## config.mk

```make
export PLATFORM = sky130hd
export DESIGN_NAME = wb_arbiter
export DESIGN_NICKNAME = d
export VERILOG_FILES = /design/src/rtl/wb_arbiter_pkg.sv /design/src/rtl/wb_fifo.sv /design/src/rtl/wb_arbiter.sv
export SDC_FILE = /design/constraint.sdc
export NUM_CORES = 1
export LEC_CHECK = 0
export ABC_CLOCK_PERIOD_IN_PS = 6800
export CAP_MARGIN = 10
export CORE_MARGIN = 2
export CORE_UTILIZATION = 28
export DETAILED_ROUTE_END_ITERATION = 6
export PLACE_DENSITY_LB_ADDON = 0.3
export SETUP_SLACK_MARGIN = 0.4
export SYNTH_ARGS = -nofsm -noshare
export SYNTH_HDL_FRONTEND = slang
export SYNTH_SLANG_ARGS = --single-unit
```

## constraint.sdc

```tcl
create_clock -name clk -period 6.8 [get_ports clk]
set_clock_uncertainty 0.05 [all_clocks]
set_input_delay 1.36 -clock clk [delete_from_list [all_inputs] [get_ports clk]]
set_output_delay 1.36 -clock clk [all_outputs]
set_load 0.02 [all_outputs]
```

## src/rtl/wb_arbiter_pkg.sv

```systemverilog
// Shared types and constants for the integer register-file write-back arbiter.
package wb_arbiter_pkg;

    localparam int REG_NUM   = 32;
    localparam int REG_IDX_W = 5;
    localparam int XLEN_DEF  = 32;

    // One buffered long-latency result: destination register plus its data.
    typedef struct packed {
        logic [REG_IDX_W-1:0] index;
        logic [XLEN_DEF-1:0]  data;
    } wb_entry_t;

endpackage

```

## src/rtl/wb_fifo.sv

```systemverilog
// Small synchronous FIFO for long-latency write-back entries.
// Pushes are dropped when full and pops are ignored when empty, so callers
// may drive push/pop without pre-qualifying them.
module wb_fifo
    import wb_arbiter_pkg::*;
#(
    parameter int  DEPTH   = 4,
    parameter type entry_t = wb_entry_t
) (
    input  logic                  clk,
    input  logic                  reset,
    input  logic                  push,
    input  entry_t                push_data,
    input  logic                  pop,
    output entry_t                head,
    output logic                  full,
    output logic                  empty,
    output logic [$clog2(DEPTH):0] count
);

    localparam int PTR_W = $clog2(DEPTH);
    localparam int CNT_W = PTR_W + 1;

    entry_t             mem_r [DEPTH];
    logic [PTR_W-1:0]   wr_ptr_r;
    logic [PTR_W-1:0]   rd_ptr_r;
    logic [CNT_W-1:0]   count_r;
    logic               push_s;
    logic               pop_s;

    assign full   = (count_r == CNT_W'(DEPTH));
    assign empty  = (count_r == {CNT_W{1'b0}});
    assign count  = count_r;
    assign head   = mem_r[rd_ptr_r];
    assign push_s = push && !full;
    assign pop_s  = pop && !empty;

    // Entry storage: data needs no reset, occupancy is tracked by count_r.
    always_ff @(posedge clk) begin
        if (push_s) begin
            mem_r[wr_ptr_r] <= push_data;
        end
    end

    // Pointers wrap naturally because DEPTH is a power of two.
    always_ff @(posedge clk) begin
        if (!reset) begin
            wr_ptr_r <= {PTR_W{1'b0}};
            rd_ptr_r <= {PTR_W{1'b0}};
        end else begin
            if (push_s) begin
                wr_ptr_r <= wr_ptr_r + PTR_W'(1);
            end
            if (pop_s) begin
                rd_ptr_r <= rd_ptr_r + PTR_W'(1);
            end
        end
    end

    // Occupancy counter; a simultaneous push and pop leaves it unchanged.
    always_ff @(posedge clk) begin
        if (!reset) begin
            count_r <= {CNT_W{1'b0}};
        end else begin
            case ({push_s, pop_s})
                2'b10:   count_r <= count_r + CNT_W'(1);
                2'b01:   count_r <= count_r - CNT_W'(1);
                default: count_r <= count_r;
            endcase
        end
    end

endmodule

```

## src/rtl/wb_arbiter.sv

```systemverilog
// Write-back arbiter for the register file's single write port.
// The in-order pipeline always wins; buffered long-latency results drain
// whenever the pipeline is not writing. A busy scoreboard tracks registers
// still owed by long-latency units so issue can stall on them.
module wb_arbiter
    import wb_arbiter_pkg::*;
#(
    parameter int DEPTH = 4,
    parameter int XLEN  = 32
) (
    input  logic                   clk,
    input  logic                   reset,
    input  logic                   pipe_wen,
    input  logic [REG_IDX_W-1:0]   pipe_windex,
    input  logic [XLEN-1:0]        pipe_wdata,
    input  logic                   lq_valid,
    output logic                   lq_ready,
    input  logic [REG_IDX_W-1:0]   lq_index,
    input  logic [XLEN-1:0]        lq_data,
    input  logic                   alloc_en,
    input  logic [REG_IDX_W-1:0]   alloc_index,
    input  logic [REG_IDX_W-1:0]   chk_index1,
    input  logic [REG_IDX_W-1:0]   chk_index2,
    output logic                   chk_busy1,
    output logic                   chk_busy2,
    output logic                   wreg_en,
    output logic [REG_IDX_W-1:0]   wreg_index,
    output logic [XLEN-1:0]        wdata,
    output logic [$clog2(DEPTH):0] fifo_count
);

    // Same layout as wb_entry_t, but sized by this instance's XLEN.
    typedef struct packed {
        logic [REG_IDX_W-1:0] index;
        logic [XLEN-1:0]      data;
    } entry_t;

    entry_t             push_entry_s;
    entry_t             head_s;
    logic               full_s;
    logic               empty_s;
    logic               pipe_wr_s;
    logic               drain_s;
    logic               push_s;
    logic [REG_NUM-1:0] busy_r;
    logic [REG_NUM-1:0] busy_nxt_s;

    assign push_entry_s = {lq_index, lq_data};
    // Ready is derived from registered occupancy only, never from lq_valid.
    assign lq_ready     = reset && !full_s;
    // Results for x0 complete the handshake but are simply dropped.
    assign push_s       = lq_valid && lq_ready && (lq_index != 5'd0);

    wb_fifo #(
        .DEPTH   (DEPTH),
        .entry_t (entry_t)
    ) u_fifo (
        .clk       (clk),
        .reset     (reset),
        .push      (push_s),
        .push_data (push_entry_s),
        .pop       (drain_s),
        .head      (head_s),
        .full      (full_s),
        .empty     (empty_s),
        .count     (fifo_count)
    );

    // Write-port select: pipeline first, then FIFO head; x0 writes are void.
    always_comb begin
        pipe_wr_s  = pipe_wen && (pipe_windex != 5'd0);
        drain_s    = 1'b0;
        wreg_en    = 1'b0;
        wreg_index = 5'd0;
        wdata      = {XLEN{1'b0}};
        if (!reset) begin
            drain_s = 1'b0;
        end else if (pipe_wr_s) begin
            wreg_en    = 1'b1;
            wreg_index = pipe_windex;
            wdata      = pipe_wdata;
        end else if (!empty_s) begin
            drain_s    = 1'b1;
            wreg_en    = 1'b1;
            wreg_index = head_s.index;
            wdata      = head_s.data;
        end else begin
            wreg_en = 1'b0;
        end
    end

    // Scoreboard next state: drain clears, allocation sets and wins ties.
    always_comb begin
        busy_nxt_s = busy_r;
        if (drain_s) begin
            busy_nxt_s[head_s.index] = 1'b0;
        end else begin
            busy_nxt_s = busy_r;
        end
        if (alloc_en && (alloc_index != 5'd0)) begin
            busy_nxt_s[alloc_index] = 1'b1;
        end else begin
            busy_nxt_s[0] = 1'b0;
        end
        busy_nxt_s[0] = 1'b0;
    end

    // Scoreboard register.
    always_ff @(posedge clk) begin
        if (!reset) begin
            busy_r <= {REG_NUM{1'b0}};
        end else begin
            busy_r <= busy_nxt_s;
        end
    end

    // Operand queries; a register draining this cycle is forwarded, so not busy.
    always_comb begin
        chk_busy1 = 1'b0;
        chk_busy2 = 1'b0;
        if (reset) begin
            chk_busy1 = busy_r[chk_index1] && !(drain_s && (head_s.index == chk_index1));
            chk_busy2 = busy_r[chk_index2] && !(drain_s && (head_s.index == chk_index2));
        end else begin
            chk_busy1 = 1'b0;
            chk_busy2 = 1'b0;
        end
    end

endmodule

```

==> results of run 1 <==
-- worst max-delay path, cell delays in order --
cell and delay [ps]:
clkdlybuf4s50_1 510, or4_1 610, o21ai_4 310, nand2_2 140, clkinv_1 470, buf_4 300
a22o_1 150, clkdlybuf4s50_1 590
-- registers in the layout, summed over array words and instances, names as in the netlist, named ones only --
| register | flops |
|---|---|
| busy_r | 31 |
| u_fifo.mem_r | 148 |
| u_fifo.wr_ptr_r | 2 |
| u_fifo.rd_ptr_r | 2 |
| u_fifo.count | 3 |
-- area by class of cell --
type,instances,area (um2),area share (%)
Timing Repair Buffer,148,1450,13.6
Sequential cell,188,5250,49.2
Antenna cell,2,5.00,0.0469
Multi-Input combinational cell,316,2860,26.8
Tap cell,384,480,4.50
Clock buffer,17,425,3.99
Clock inverter,14,145,1.36
Inverter,14,53.8,0.504
-- cells in the final DEF (no fill, tap or decap), types with 7 or more instances in the layout --
cell and n:
xor2_1 11, o211ai_1 9, buf_4 11, clkbuf_16 17
dfxtp_1 38, edfxtp_1 148, a21oi_1 22, nor2_1 29
clkdlybuf4s50_1 137, nand2_1 45, nand3_1 8, mux2i_1 11
o21ai_0 25, a22o_1 33, nor3_1 7, mux4_2 51
inv_1 12
-- where the power goes --
group | internal (mW) | total, mW | switching [mW]
clock | 0.489 | 0.955 | 0.466
sequential | 1.27 | 1.29 | 0.0238
combinational | 0.194 | 0.395 | 0.201
-- per-layer routing --
layer  GRT usage, %  routed length [um]  share of wire, %
met3           4.52                1770               8.8
met2           22.0                9810                49
met5              0                  13             0.064
met4           2.82                 133              0.66
met1           17.2                8460                42
-- Yosys cell counts (4+ instances only) --
cell,n
edfxtp_1,148
mux4_2,51
nand2_1,45
dfxtp_1,40
a22o_1,33
nor2_1,33
o21ai_0,25
a21oi_1,22
buf_2,12
inv_1,12
mux2i_1,11
xor2_1,11
o211ai_1,9
clkbuf_1,8
nand3_1,8
nor3_1,7
ha_1,5
nand2b_1,5
nand4_1,5
nor2b_1,5
or3_1,5
a22oi_1,4
a31oi_1,4
buf_4,4
xnor2_1,4
-- worst paths after layout --
kind | startpoint | to | slack (ps)
max | pipe_windex[2] | wdata[21] | 930
min | busy_r[22] | busy_r[22] | 440
min reg2reg | busy_r[22] | busy_r[22] | 440
max reg2reg | u_fifo.count[2] | u_fifo.count[2] | 3460
-- logic make-up (layout without fill, tap and decap cells) --
kind of cell               count (synthesis)  count (layout)  synth area share [%]
AOI/OAI and AO/OA                        106             106                  9.02
xor gates and xnor gates                  15              15                  1.59
adders and majority gates                  6               6                 0.998
buffers and inverters                     42             193                  2.39
DFF                                      188             188                  63.4
muxes                                     64              64                  15.5
other                                      0               2                     0
and+or+nand+nor                          125             125                  7.11
==> run summary, run 1 <==
========================================================================================
Std-Cell Rows                                                                         62
Vias in the first global route                                                      5263
Routed wire length                                                              20200 um
Total Neg Setup Slack                                                               0 ps
Number of cells in the finished layout apart from fillers                           1083
Detailed-route DRC error count                                                         0
Number of cells upsized or downsized after cts                                         0
Fin nets                                                                             785
LEAKAGE                                                                          3.37 nW
Number of search-and-repair iterations in the first detailed-routing pass              4
Power per Cell Area                                                           247 nW/um2
Highest attainable clock frequency                                               170 MHz
Synth top area cells                                                        edfxtp_1 54%, mux4_2 14%, dfxtp_1 9.7%
Post-detailed-route count of antenna-violating nets                                    0
Number of port buffers                                                               137
Number of synthesized flops with an enable pin                                       148
Number of warnings printed during yosys synthesis                                      0
Least setup slack across all paths after layout                                   930 ps
Share of synthesized area occupied by flip-flops and latches                       63.4%
Relative max-transition margin                                                     41.7%
Avg Synthesized Cell Area                                                       15.1 um2
Power Total                                                                      2.64 mW
Congestion Overflow GR                                                                 0
Post-Synthesis Cell Area                                                        8270 um2
Final Cell Area                                                                10700 um2
Initial antenna violation count                                                        3
Number of buffers inserted for hold repair after clock tree synthesis                  0
TritonCTS clock tree                                                                done
Width of the chip                                                                 176 um
Status                                                                         completed
Count of different cell masters after synthesis                                       47
Path type of the worst setup path                                           input port to output port
Via count normalized by instance count                                              4.82
Wire length per cell                                                             18.6 um
Final Max Tran Viols                                                                   0
Global router's overall resource usage                                             13.4%
Net count after synthesis                                                            646
Hold Path Class                                                             flop to flop
Die span in y                                                                     176 um
Reg2Reg Depth                                                                         11
Latest clock arrival within the worst-skew pair                                   420 ps
Number of max-cap violations                                                           0
Final setup fails                                                                      0
Setup repair after global routing missed its margin                                false
Startpoint type of the worst setup path                                       input port
Pin count of the biggest net entering global routing                                  34
Initial core utilization                                                           28.7%
TritonCTS Sinks                                                                      188
Clock Tree Buf Depth                                                                   2
Critical-path maximum fanout                                                          24
Post-synthesis async set-or-reset flop share                                          0%
Req. time, crit path                                                             5390 ps
# H-tree levels                                                                        4
Post-CTS setup buffer count                                                            0
Flop and latch count out of synthesis                                                188
Final Hold Violating Endpoints                                                         0
Data arrival time of the critical path                                           4460 ps
FILL cells                                                                          2769
Core footprint                                                                 28900 um2
Total clock buffers created by CTS                                                    17
Fraction of layout cells with a size suffix above 1                                15.4%
Top cell type by total area after synthesis                                     edfxtp_1
Area after detailed placement                                                  10100 um2
Dominant register cell in the synthesized netlist                               edfxtp_1
Transition at the pin with the smallest max-transition slack                      872 ps
First-pass GRT wire length                                                      31000 um
Proportion of netlist area held by the largest area contributor                    53.7%
DP HPWL                                                                         14200 um
DP Worst Slack                                                                    899 ps
Final cycle utilization of the critical path                                       86.3%
I/O pin total                                                                        138
Clk pin slew, worst setup/hold paths                                               70 ps
Post-Place Cells                                                                    1050
Final estimated routing congestion in global placement                             0.793
Critical Path Sink Type                                                      output port
Instance count of the mapped netlist                                                 546
Vias                                                                                5223
Final core utilization                                                             37.0%
Area Overhead vs Synth                                                             29.1%
Clock tree root driver cell                                                    clkbuf_16
Hold Path Stages                                                                       2
Post-layout minimum cycle time                                                   5870 ps
Post-Route Hold Slack                                                             441 ps
Maximum vdd ir drop                                                               130 uV
Initial drt markers                                                                  354
Die Outline Area                                                               30900 um2
========================================================================================
No activity file was read; power rests on OpenSTA's default activity.
==> run 2, diff against run 1 <==
--- a/config.mk
+++ b/config.mk
@@ -10,6 +10,7 @@
 export CORE_MARGIN = 2
 export CORE_UTILIZATION = 28
 export DETAILED_ROUTE_END_ITERATION = 6
+export HOLD_SLACK_MARGIN = 0.15
 export PLACE_DENSITY_LB_ADDON = 0.3
 export SETUP_SLACK_MARGIN = 0.4
 export SYNTH_ARGS = -nofsm -noshare
==> results of run 2 <==
Final layout, timing and power as in run 1 (identical DEF).
==> run 3, diff against run 2 <==
--- a/config.mk
+++ b/config.mk
@@ -9,9 +9,10 @@
 export CAP_MARGIN = 10
 export CORE_MARGIN = 2
 export CORE_UTILIZATION = 28
+export CTS_CLUSTER_SIZE = 28
 export DETAILED_ROUTE_END_ITERATION = 6
 export HOLD_SLACK_MARGIN = 0.15
-export PLACE_DENSITY_LB_ADDON = 0.3
+export PLACE_DENSITY_LB_ADDON = 0.2
 export SETUP_SLACK_MARGIN = 0.4
 export SYNTH_ARGS = -nofsm -noshare
 export SYNTH_HDL_FRONTEND = slang
==> run summary, run 3 (synthesis gave the netlist of run 1 again) <==
========================================================================================
Clock tree root driver cell                                                    clkbuf_16
Std-Cell Rows                                                                         62   unchanged
Fraction of layout cells with a size suffix above 1                                14.9%   -0.41 points
Die span in y                                                                     176 um   unchanged
Multi-input gate area in the final layout                                       2860 um2   unchanged
Diode count                                                                            0   -2
Setup slack of the most critical reg-to-reg path                                 3830 ps   +370 ps
Startpoint type of the worst setup path                                       input port
Fin nets                                                                             784   -0.13%
Final cycle utilization of the critical path                                       84.1%   -2.2 points
Reg2Reg Depth                                                                          6   -5
Post-Place Cells                                                                    1049   -0.095%
Core footprint                                                                 28900 um2   unchanged
Via count normalized by instance count                                              4.83   +0.24%
Number of port buffers                                                               137   unchanged
Most used cell, CP                                                          clkdlybuf4s50_1
Area Overhead vs Synth                                                             29.1%   about the same
Most frequent cells in the layout                                           148 x edfxtp_1, 137 x clkdlybuf4s50_1, 51 x mux4_2
Final core utilization                                                             37.0%   about the same
Clock Tree Buf Depth                                                                   2   unchanged
Post-detailed-route count of antenna-violating nets                                    0   unchanged
Vias in the first global route                                                      5667   +7.7%
TritonCTS Sinks                                                                      188   unchanged
Largest Register                                                            u_fifo.mem_r
Status                                                                         completed
Series of cell instances along the critical path                            clkdlybuf4s50_1 > or4_1 > o21ai_4 > nand2_2 > clkinv_1 > buf_4 > a22o_1 > clkdlybuf4s50_1
Number of search-and-repair iterations in the first detailed-routing pass              4   unchanged
# H-tree levels                                                                        4   unchanged
Post-Route Hold Slack                                                             450 ps   +8.99 ps
Number of max-cap violations                                                           0   unchanged
Area after detailed placement                                                  10100 um2   about the same
Hold Path Class                                                             flop to flop
Post-layout minimum cycle time                                                   5720 ps   -148 ps
Final Cell Area                                                                10700 um2   about the same
Cell type of the slowest stage on the worst timing path                     clkdlybuf4s50_1
Power per Cell Area                                                           251 nW/um2   +1.5%
Startpoint of the worst setup timing path                                   pipe_windex[2]
Final Max Tran Viols                                                                   0   unchanged
Endpoint of the most critical register-to-register path                       busy_r[21]
Final setup fails                                                                      0   unchanged
Critical-path maximum fanout                                                          24   unchanged
Data arrival time of the critical path                                           4310 ps   -150 ps
Max FFs per register                                                                 148   unchanged
Number of cells upsized or downsized after cts                                         0   unchanged
Sequential cell area in the final layout                                        5250 um2   unchanged
Clk pin slew, worst setup/hold paths                                               60 ps   about the same
Maximum vdd ir drop                                                               157 uV   +21%
Number of cells in the finished layout apart from fillers                           1080   -0.28%
Transition at the pin with the smallest max-transition slack                      965 ps   +93.1 ps
Crit path largest cell delay                                                      610 ps   about the same
Final estimated routing congestion in global placement                             0.795   +0.24%
TritonCTS clock tree                                                                done
Pin count of the biggest net entering global routing                                  35   +2.9%
I/O pin total                                                                        138   unchanged
Path type of the worst setup path                                           input port to output port
Latest clock arrival within the worst-skew pair                                   420 ps   about the same
Initial antenna violation count                                                        3   unchanged
Most common cell after layout, fill and taps aside                              edfxtp_1
Detailed-route DRC error count                                                         0   unchanged
Global router's overall resource usage                                             14.0%   +0.59 points
Vias                                                                                5221   -0.038%
Total Neg Setup Slack                                                               0 ps   unchanged
Final Hold Violating Endpoints                                                         0   unchanged
Req. time, crit path                                                             5390 ps   about the same
Total clock buffers created by CTS                                                    17   unchanged
Setup repair after global routing missed its margin                                false
Number of buffers inserted for hold repair after clock tree synthesis                  0   unchanged
Die Outline Area                                                               30900 um2   unchanged
Post-CTS setup buffer count                                                            0   unchanged
FILL cells                                                                          2795   +0.94%
Initial core utilization                                                           28.7%   unchanged
Critical Path Sink Type                                                      output port
Initial drt markers                                                                  317   -10%
Wire length per cell                                                             19.4 um   +3.9%
Routed wire length                                                              20900 um   +3.6%
Relative max-transition margin                                                     35.5%   -6.2 points
Congestion Overflow GR                                                                 0   unchanged
LEAKAGE                                                                          3.37 nW   about the same
DP HPWL                                                                         14600 um   +2.9%
Width of the chip                                                                 176 um   unchanged
Highest attainable clock frequency                                               175 MHz   +2.6%
First-pass GRT wire length                                                      32300 um   +4.1%
Destination of the critical timing path                                         wdata[4]
========================================================================================
==> run 3: changes by cell type in the layout (fill, tap and decap cells not counted), sizes merged <==
cell,delta
diode,-2
inv,-5
clkinvlp,+1
bufinv,+3
buf,-1
clkinv,+1
==> run 3: final cells by class <==
class                   instances  area share (%)
flip-flops and latches        188            49.1
clock buffers                  17            3.98
repair buffers                147            13.5
inverters                      14           0.504
clock inverters                14            1.55
well taps                     384            4.50
multi-input cells             316            26.8
==> run 3: worst max-delay path: cells and delay by family <==
family / cells / cell delay, ps
AO/OA/AOI/OAI: 2 / 510
buffers and inverters: 4 / 1680
AND/OR/NAND/NOR: 2 / 740
==> run 3: through the flow <==
stage	total power, mW	setup WS, ps
after CTS	2.72	1010
after detailed placement	1.72	1020
after floorplan	1.54	2480
after global routing	2.79	899
final	2.68	1080
after global placement	1.71	1110
==> run 3: worst min path at each step <==
stage	startpoint	endpoint	slack (ps)	cells past startpoint
5_1_grt	busy_r[6]	busy_r[6]	470	2
4_1_cts	busy_r[10]	busy_r[10]	450	2
3_3_place_gp	busy_r[6]	busy_r[6]	420	2
2_1_floorplan	busy_r[22]	busy_r[22]	410	2
6_report	busy_r[10]	busy_r[10]	450	2
3_5_place_dp	busy_r[10]	busy_r[10]	440	2
==> run 3: per-layer routing <==
| layer | track usage, % | share of wire [%] | vias up | wire length (um) |
|---|---|---|---|---|
| met5 | 0 | 0.19 | - | 40 |
| met4 | 4.41 | 1.7 | 6 | 349 |
| met3 | 3.20 | 4.6 | 29 | 959 |
| met2 | 24.5 | 51 | 134 | 10700 |
| met1 | 17.1 | 43 | 2626 | 8910 |
| li1 | - | - | 2426 | - |
==> run 3: where the power goes <==
part | switching [mW] | total, mW | leakage, nW | internal (mW)
clock network | 0.419 | 0.997 | 0.288 | 0.578
logic | 0.200 | 0.394 | 1.42 | 0.193
registers | 0.0242 | 1.29 | 1.67 | 1.27
total | 0.644 | 2.68 | 3.37 | 2.04
